`src/rtl/vga_color_scheduler.sv`:
```
// Frame-synchronous colour scheduler: round-robin admits one 3-bit update, applied at the next vsync boundary.
// Latency: grant pulse 1 cycle after req is sampled; rgb_sw/applied update on the clock edge that sees the frame boundary.
// Backpressure: while an update is pending no further grants are issued; requesters hold req until their gnt.
module vga_color_scheduler #(
    parameter int         FRAMES_PER_STEP  = 60,
    parameter logic [2:0] RESET_RGB        = 3'b111,
    parameter bit         VSYNC_ACTIVE_LOW = 1'b1
) (
    input  logic       clk,
    input  logic       reset_n,
    input  logic       req0,
    input  logic [2:0] cfg0,
    input  logic       req1,
    input  logic [2:0] cfg1,
    output logic       gnt0,
    output logic       gnt1,
    input  logic       vsync,
    input  logic       auto_en,
    output logic [2:0] rgb_sw,
    output logic       pending,
    output logic       applied
);

    localparam int              CW         = $clog2(FRAMES_PER_STEP) + 1;
    localparam logic [CW-1:0]   CNT_MAX    = CW'(FRAMES_PER_STEP - 1);
    localparam logic            ACTIVE_LVL = VSYNC_ACTIVE_LOW ? 1'b0 : 1'b1;

    typedef enum logic {IDLE, PENDING} state_t;

    state_t        state_q, state_d;
    logic          vsync_d;
    logic          fb;
    logic          last_q, last_d;   // 1: requester 1 was granted last
    logic          pick0;
    logic [2:0]    pend_q, pend_d;
    logic [2:0]    rgb_d;
    logic          gnt0_d, gnt1_d, applied_d;
    logic [CW-1:0] cnt_q, cnt_d;

    assign fb      = (vsync == ACTIVE_LVL) && (vsync_d != ACTIVE_LVL);
    assign pending = (state_q == PENDING);

    always_comb begin
        state_d   = state_q;
        last_d    = last_q;
        pend_d    = pend_q;
        rgb_d     = rgb_sw;
        gnt0_d    = 1'b0;
        gnt1_d    = 1'b0;
        applied_d = 1'b0;
        pick0     = 1'b0;
        cnt_d     = auto_en ? cnt_q : '0;
        case (state_q)
            IDLE: begin
                if (req0 || req1) begin
                    // On contention, the requester not granted last wins.
                    pick0   = req0 && (!req1 || last_q);
                    gnt0_d  = pick0;
                    gnt1_d  = !pick0;
                    pend_d  = pick0 ? cfg0 : cfg1;
                    last_d  = !pick0;
                    state_d = PENDING;
                end else if (fb && auto_en) begin
                    if (cnt_q == CNT_MAX) begin
                        rgb_d = rgb_sw + 3'd1;
                        cnt_d = '0;
                    end else if (cnt_q < CNT_MAX) begin
                        cnt_d = cnt_q + CW'(1);
                    end else begin
                        cnt_d = CNT_MAX;
                    end
                end
            end
            PENDING: begin
                if (fb) begin
                    rgb_d     = pend_q;
                    applied_d = 1'b1;
                    cnt_d     = '0;
                    state_d   = IDLE;
                end
            end
            default: state_d = IDLE;
        endcase
    end

    always_ff @(posedge clk or negedge reset_n) begin
        if (!reset_n) begin
            state_q <= IDLE;
            vsync_d <= ~ACTIVE_LVL;
            last_q  <= 1'b1;
            pend_q  <= '0;
            rgb_sw  <= RESET_RGB;
            gnt0    <= 1'b0;
            gnt1    <= 1'b0;
            applied <= 1'b0;
            cnt_q   <= '0;
        end else begin
            state_q <= state_d;
            vsync_d <= vsync;
            last_q  <= last_d;
            pend_q  <= pend_d;
            rgb_sw  <= rgb_d;
            gnt0    <= gnt0_d;
            gnt1    <= gnt1_d;
            applied <= applied_d;
            cnt_q   <= cnt_d;
        end
    end

endmodule
```
`config.mk`:
```
export PLATFORM = sky130hd
export DESIGN_NAME = vga_color_scheduler
export DESIGN_NICKNAME = d
export VERILOG_FILES = /design/src/rtl/vga_color_scheduler.sv
export SDC_FILE = /design/constraint.sdc
export NUM_CORES = 1
export LEC_CHECK = 0
export CAP_MARGIN = 0
export CORE_ASPECT_RATIO = 0.75
export CORE_MARGIN = 3
export CORE_UTILIZATION = 43
export DETAILED_ROUTE_END_ITERATION = 12
export PLACE_DENSITY = 0.68
export SYNTH_ARGS = -nofsm -noshare
export SYNTH_HDL_FRONTEND = slang
export SYNTH_SLANG_ARGS = --single-unit
```
`constraint.sdc`:
```
create_clock -name clk -period 2 [get_ports clk]
set_clock_uncertainty 0.05 [all_clocks]
set_input_delay 0.4 -clock clk [delete_from_list [all_inputs] [get_ports clk]]
set_output_delay 0.4 -clock clk [all_outputs]
set_load 0.1 [all_outputs]
```
After elaboration in Yosys (flattened, before gate mapping)
Index checks and enable logic that the tools add are counted.
Storage, ports and cells
  memory bits (read-only): 0
  input bits: 12
  register bits: 19
  logic and storage cells: 50
  bits in writable memories: 0
  bits in latches: 0
  output and inout port bits: 7
  memories: 0
Cells by class
  multipliers: 0
  bitwise operators: 2
  divide/modulo/power cells: 0
  $add $sub $neg: 2
  $lt $le $gt $ge: 1
  equality and inequality tests: 5
  shift operators: 0
  multiplexer cells: 22
  reductions and logical operators: 9
Operators by type and width (number)
  2-to-1 mux 7 bit: 6
  2-to-1 mux 3 bit: 5
  one-hot mux 7 bit (2 select lines): 1
  2-to-1 mux 1 bit: 8
  adder 7 x 1 -> 7 bit (second input constant): 1
  equality test 7 x 6 -> 1 bit (second input constant): 1
  less-than comparator 7 x 6 -> 1 bit (second input constant): 1
  inequality test 2 bit (second input constant): 3
  one-hot mux 3 bit (2 select lines): 1
  AND reduction 4 bit: 1
  adder 3 x 1 -> 3 bit (second input constant): 1
  logical AND 1 bit: 3
  zero test 1 bit: 2
  logical OR 1 bit: 2
  inequality test 2 x 1 -> 1 bit (second input constant): 1
  inverter 1 bit: 2
  one-hot mux 1 bit (2 select lines): 1
  AND reduction 2 bit: 1

Depth between registers and ports, before layout
  word-level depth: 6
  mapped depth: 5
  gate-level depth less buffers: 5

Least setup slack after synthesis
Ideal clock, no wire load.
  path kind: register to register
  from: register state_q (netlist: pending)
  to: register rgb_sw[1]
  library setup time: 0.089 ns
  buffers on the path: 1
  setup slack: 0.050 ns
  clock period less this slack: 1.950 ns
  arrival: 1.811 ns
  stages on the path, launching flop included: 6
  cell sequence: dfrtp_1 -> o21bai_1 -> clkbuf_1 -> nand3b_1 -> mux2i_1 -> a211oi_1
Between the ends
  cells in the longest elaborated chain, start to end: 3
RTL lines
  start: declaration: line 30  | state_t state_q, state_d;
  start signal: assignment: line 98  | state_q <= state_d;
  inverter 1 bit (no line)
  inequality test 2 bit (no line)
  AND reduction 4 bit (no line)
  end signal: assignment: line 102  | rgb_sw <= rgb_d;
  end: declaration: line 19  | output logic [2:0] rgb_sw,
Several ways; a longest one is shown, not always the timed one.
A chain may end at the register's enable or synchronous reset.

Final worst setup path
  from: input auto_en
  to: register cnt_q[2]
Between the ends
  cells in the longest elaborated chain, start to end: 4
RTL lines
  start: declaration: line 18  | input logic auto_en,
  2-to-1 mux 7 bit / logical AND 1 bit (equally long branches): line 52, 63
  2-to-1 mux 7 bit: line 63  | end else if (fb && auto_en) begin
  2-to-1 mux 7 bit: line 55  | if (req0 || req1) begin
  one-hot mux 7 bit (2 select lines) *: line 53  | case (state_q)
  named net cnt_d[2]: line 38  | logic [CW-1:0] cnt_q, cnt_d;
  end signal: assignment: line 106  | cnt_q <= cnt_d;
  end: declaration: line 38
Mark *: on every way through the listed nets, which the timed path passes. The rest lies on a longest branch.

==> parameters.txt <==
Parameter                              Value

Outcome
  Status ... finished, final reports clean

Setup path
  CP peak stage delay ... 0.47 ns
  Cells along the critical path ... clkdlybuf4s50_1 > or3b_4 > a2111oi_4 > buf_4 > a31oi_1 > mux2i_1
  Crit path DAT ... 2.05 ns
  Worst reg2reg endpoint ... cnt_q[2]
  Startpoint types ... primary input
  Sum of buffers and inverters on the critical path ... 2
  Worst R2R Path Depth ... 6
  Worst reg2reg startpoint ... cnt_q[0]
  Critical Path End Type ... register
  Worst Path Required ... 2.18 ns
  Cell family contributing the most delay on the critical path ... buffers and inverters
  Setup Crit Path Kind ... in2reg
  R2R Setup Slk ... 0.20 ns
  Standard cell with the maximum stage delay on the critical path ... clkdlybuf4s50_1
  CP max FO ... 10

Clock network
  Clock tree from TritonCTS ... yes
  Quantity of hold-fixing buffers added after cts ... 0
  Number of H-tree levels ... 1
  Number of cells upsized or downsized after cts ... 0
  Clock insertion delay at the later pin of the skew report ... 0.30 ns
  Clock-pin slew on the worst setup and hold paths ... 0.10 ns
  Clock tree root buffer cell ... clkbuf_4
  Max clock buf depth ... 2
  Inserted Clock Buffers ... 3
  TritonCTS sink count ... 19
  Number of setup buffers added after CTS ... 0

Detailed routing
  Antenna viol nets, final ... 0
  Via count ... 798
  Number of detailed-route iterations in the first pass ... 4
  Per-cell via count in the routed design ... 5.580
  Average wire length per cell after detail routing ... 14.20 microns
  DRC violations left ... 0
  Drt total wl ... 2030 microns
  DRC violation total after the first TritonRoute iteration ... 23

Placement
  Setup slack after placement ... -0.1685 ns
  Placed cell area ... 1262 sq um
  Count of input and output buffers ... 18
  Global placement routability congestion ... 0.7734
  HPWL after detailed placement ... 1554 microns
  Count of placed standard cells including taps ... 139

Timing
  Finish-stage setup viols ... 0
  Fin worst setup slack ... 0.1277 ns
  Final critical delay including setup and external delays ... 1.872 ns
  Hold Vio Cnt, Final ... 0
  Maximum clock frequency ... 0.5341 GHz
  Fin Hold WS ... 0.3763 ns
  Slew headroom ... 0.6410
  Final total negative setup slack ... 0 ns
  Slew Viols, Final ... 0
  Transition time at the pin with the least slew margin ... 0.5373 ns
  Final clock period utilization by the worst path ... 0.9361
  RSZ-0062 raised after global routing ... false

Global route
  GRT Total Usage ... 0.1571
  Vias in the first global route ... 743
  Wire length of the first global-routing pass ... 3236 microns
  Overflow left after global routing ... 0
  Largest net degree at the start of global routing ... 20
  Antenna violations before repair ... 0

Finish
  Final Instance Count excl. Fillers ... 143
  Filler Cell Count ... 165
  Final std cell area, no fill ... 1290 sq um
  Core Util, Final ... 0.6188
  N_diodes ... 0
  Synth-to-Final Area Change ... 32.01%
  Fraction of final layout cells with drive strength greater than 1 ... 0.2437
  Net count of the finished layout ... 134

Synth
  Register area share after synthesis ... 0.4930
  Distinct cell type count after synthesis ... 32
  Post-Syn Instances ... 91
  Cell type with the largest total area after synthesis ... dfrtp_1
  Post-Synthesis Mean Instance Area ... 10.74 sq um
  Share of the synthesized area in the top cell type ... 0.3585
  Top area cells in the synthesized netlist ... dfrtp_1 36%, dfstp_2 13%, mux2i_1 7.2%
  Warnings from Yosys ... 0
  Post-Syn Area ... 977.2 sq um
  Net count of the mapped netlist ... 105
  Seq cells post-synth ... 19

Die
  Floorplan row count ... 14
  Horiz. Die Dim ... 61.05 microns
  Core area ... 2085 sq um
  Die area ... 2887 sq um
  Height of the die ... 47.29 microns
  Top-level I/O count ... 19
  Initial cell density of the core ... 0.4688

Job
  Max_cap viols ... 0

Power and ir drop
  Power share of the clock group ... 0.119
  Relative contribution of combinational cells to total power ... 0.506
  Internal power contribution ... 872.6 uW
  IR drop worst, VDD ... 0.0008317 V
  Switching share of total power ... 0.4609
  Leakage ... 0.6213 nW
  Register share of total power ... 0.375
  Power after layout ... 1.618 mW
  Power density relative to cell area ... 1255 nW/um^2
  Switching power ... 745.9 uW

Hold path
  Hold Crit Class ... in2async
worst register-to-register path: cells and delay by family, from the launching register on:
family	cells	cell delay [ns]
AND/OR/NAND/NOR	1	0.18
adder cells (fa/ha/maj)	1	0.26
multiplexers	1	0.15
buffers and inverters	1	0.21
flip-flops	1	0.44
AO/OA/AOI/OAI	2	0.43
state kept, by name (all words and copies together), names as in the netlist:
register / count
applied: 1
cnt_q: 7
gnt1: 1
gnt0: 1
vsync_d: 1
last_q: 1
rgb_sw: 3
pending: 1
pend_q: 3
cell usage in the layout (no fill, tap or decap), drive strengths merged:
| cell type | synthesis | layout |
|---|---|---|
| nor2b | 2 | 2 |
| a31oi | 1 | 1 |
| inv | 4 | 4 |
| nand2 | 9 | 9 |
| clkdlybuf4s50 | 0 | 11 |
| clkinv | 0 | 1 |
| clkbuf | 3 | 3 |
| buf | 0 | 16 |
| o22ai | 2 | 2 |
| ha | 2 | 2 |
| o21ai | 9 | 9 |
| and2 | 1 | 1 |
| nand2b | 1 | 1 |
| nand3 | 5 | 5 |
| a2111oi | 1 | 1 |
| or3b | 1 | 1 |
| a21boi | 1 | 1 |
| o21bai | 1 | 1 |
| dfstp | 5 | 5 |
| a211oi | 1 | 1 |
| and3 | 1 | 1 |
| mux2i | 7 | 7 |
| dfrtp | 14 | 14 |
| a22o | 4 | 4 |
| nor2 | 3 | 3 |
| nand3b | 1 | 1 |
| a21o | 4 | 4 |
| or2b | 1 | 1 |
| a21oi | 4 | 4 |
| nand4 | 1 | 1 |
| nor3b | 2 | 2 |
final cells by class:
class	instances	area [sq um]	share of cell area
Sequential cell	19	481.7	0.3734
Multi-Input combinational cell	65	455.4	0.3531
Clock buffer	3	22.52	0.01746
Inverter	4	15.01	0.01164
Timing Repair Buffer	27	280.3	0.2173
Clock inverter	1	5.005	0.003880
Tap cell	24	30.03	0.02328
per-layer routing:
metal	vias to the layer above	GRT usage	wire length [microns]	part of all wire
met2	24	0.2532	908	0.45
met3	4	0.05495	139	0.068
met1	383	0.2003	961	0.47
met4	0	0.04762	21	0.010
met5	-	0	0	0
li1	387	-	-	-
cells by family after synthesis:
| kind of cell | count (synthesis) | share of synthesized area |
|---|---|---|
| adders and majority gates | 2 | 0.02560 |
| muxes | 7 | 0.07171 |
| buffers and inverters | 7 | 0.04096 |
| and+or+nand+nor | 28 | 0.1652 |
| AOI/OAI and AO/OA | 28 | 0.2036 |
| DFF | 19 | 0.4930 |
how the worst max path moves through the flow:
| stage | from | end | slack (ns) | cells past startpoint |
|---|---|---|---|---|
| floorplan | pending | rgb_sw[1] | 0.05 | 5 |
| global placement | auto_en | cnt_q[2] | -0.12 | 6 |
| detailed placement | auto_en | cnt_q[2] | -0.17 | 6 |
| CTS | auto_en | cnt_q[2] | 0.13 | 6 |
| global route | auto_en | cnt_q[2] | 0.08 | 6 |
| finish | auto_en | cnt_q[2] | 0.13 | 6 |
synthesized netlist by cell type:
master	instances
nor2_1	3
dfrtp_1	14
or2b_1	1
nand2_1	9
ha_1	2
nand3b_1	1
a2111oi_4	1
nand3_1	5
clkbuf_8	1
and3_2	1
a31oi_1	1
clkbuf_4	1
nand4_1	1
nor3b_4	1
a21oi_1	4
o21bai_1	1
inv_1	4
o21ai_0	8
nor3b_1	1
a21boi_1	1
clkbuf_1	1
or3b_4	1
a211oi_1	1
o22ai_1	2
mux2i_1	7
nand2b_1	1
and2_1	1
a22o_1	4
dfstp_2	5
nor2b_1	2
o21ai_1	1
a21o_1	4
power groups by stage:
stage / Sequential [mW] / Clock (mW) / Combinational, mW
2_1_floorplan: 0.955 / 0 / 0.177
5_1_grt: 0.618 / 0.221 / 0.860
4_1_cts: 0.607 / 0.200 / 0.825
3_3_place_gp: 0.612 / 0 / 0.810
3_5_place_dp: 0.615 / 0 / 0.822
6_report: 0.607 / 0.192 / 0.820
Power figures use the tool's default switching activity.
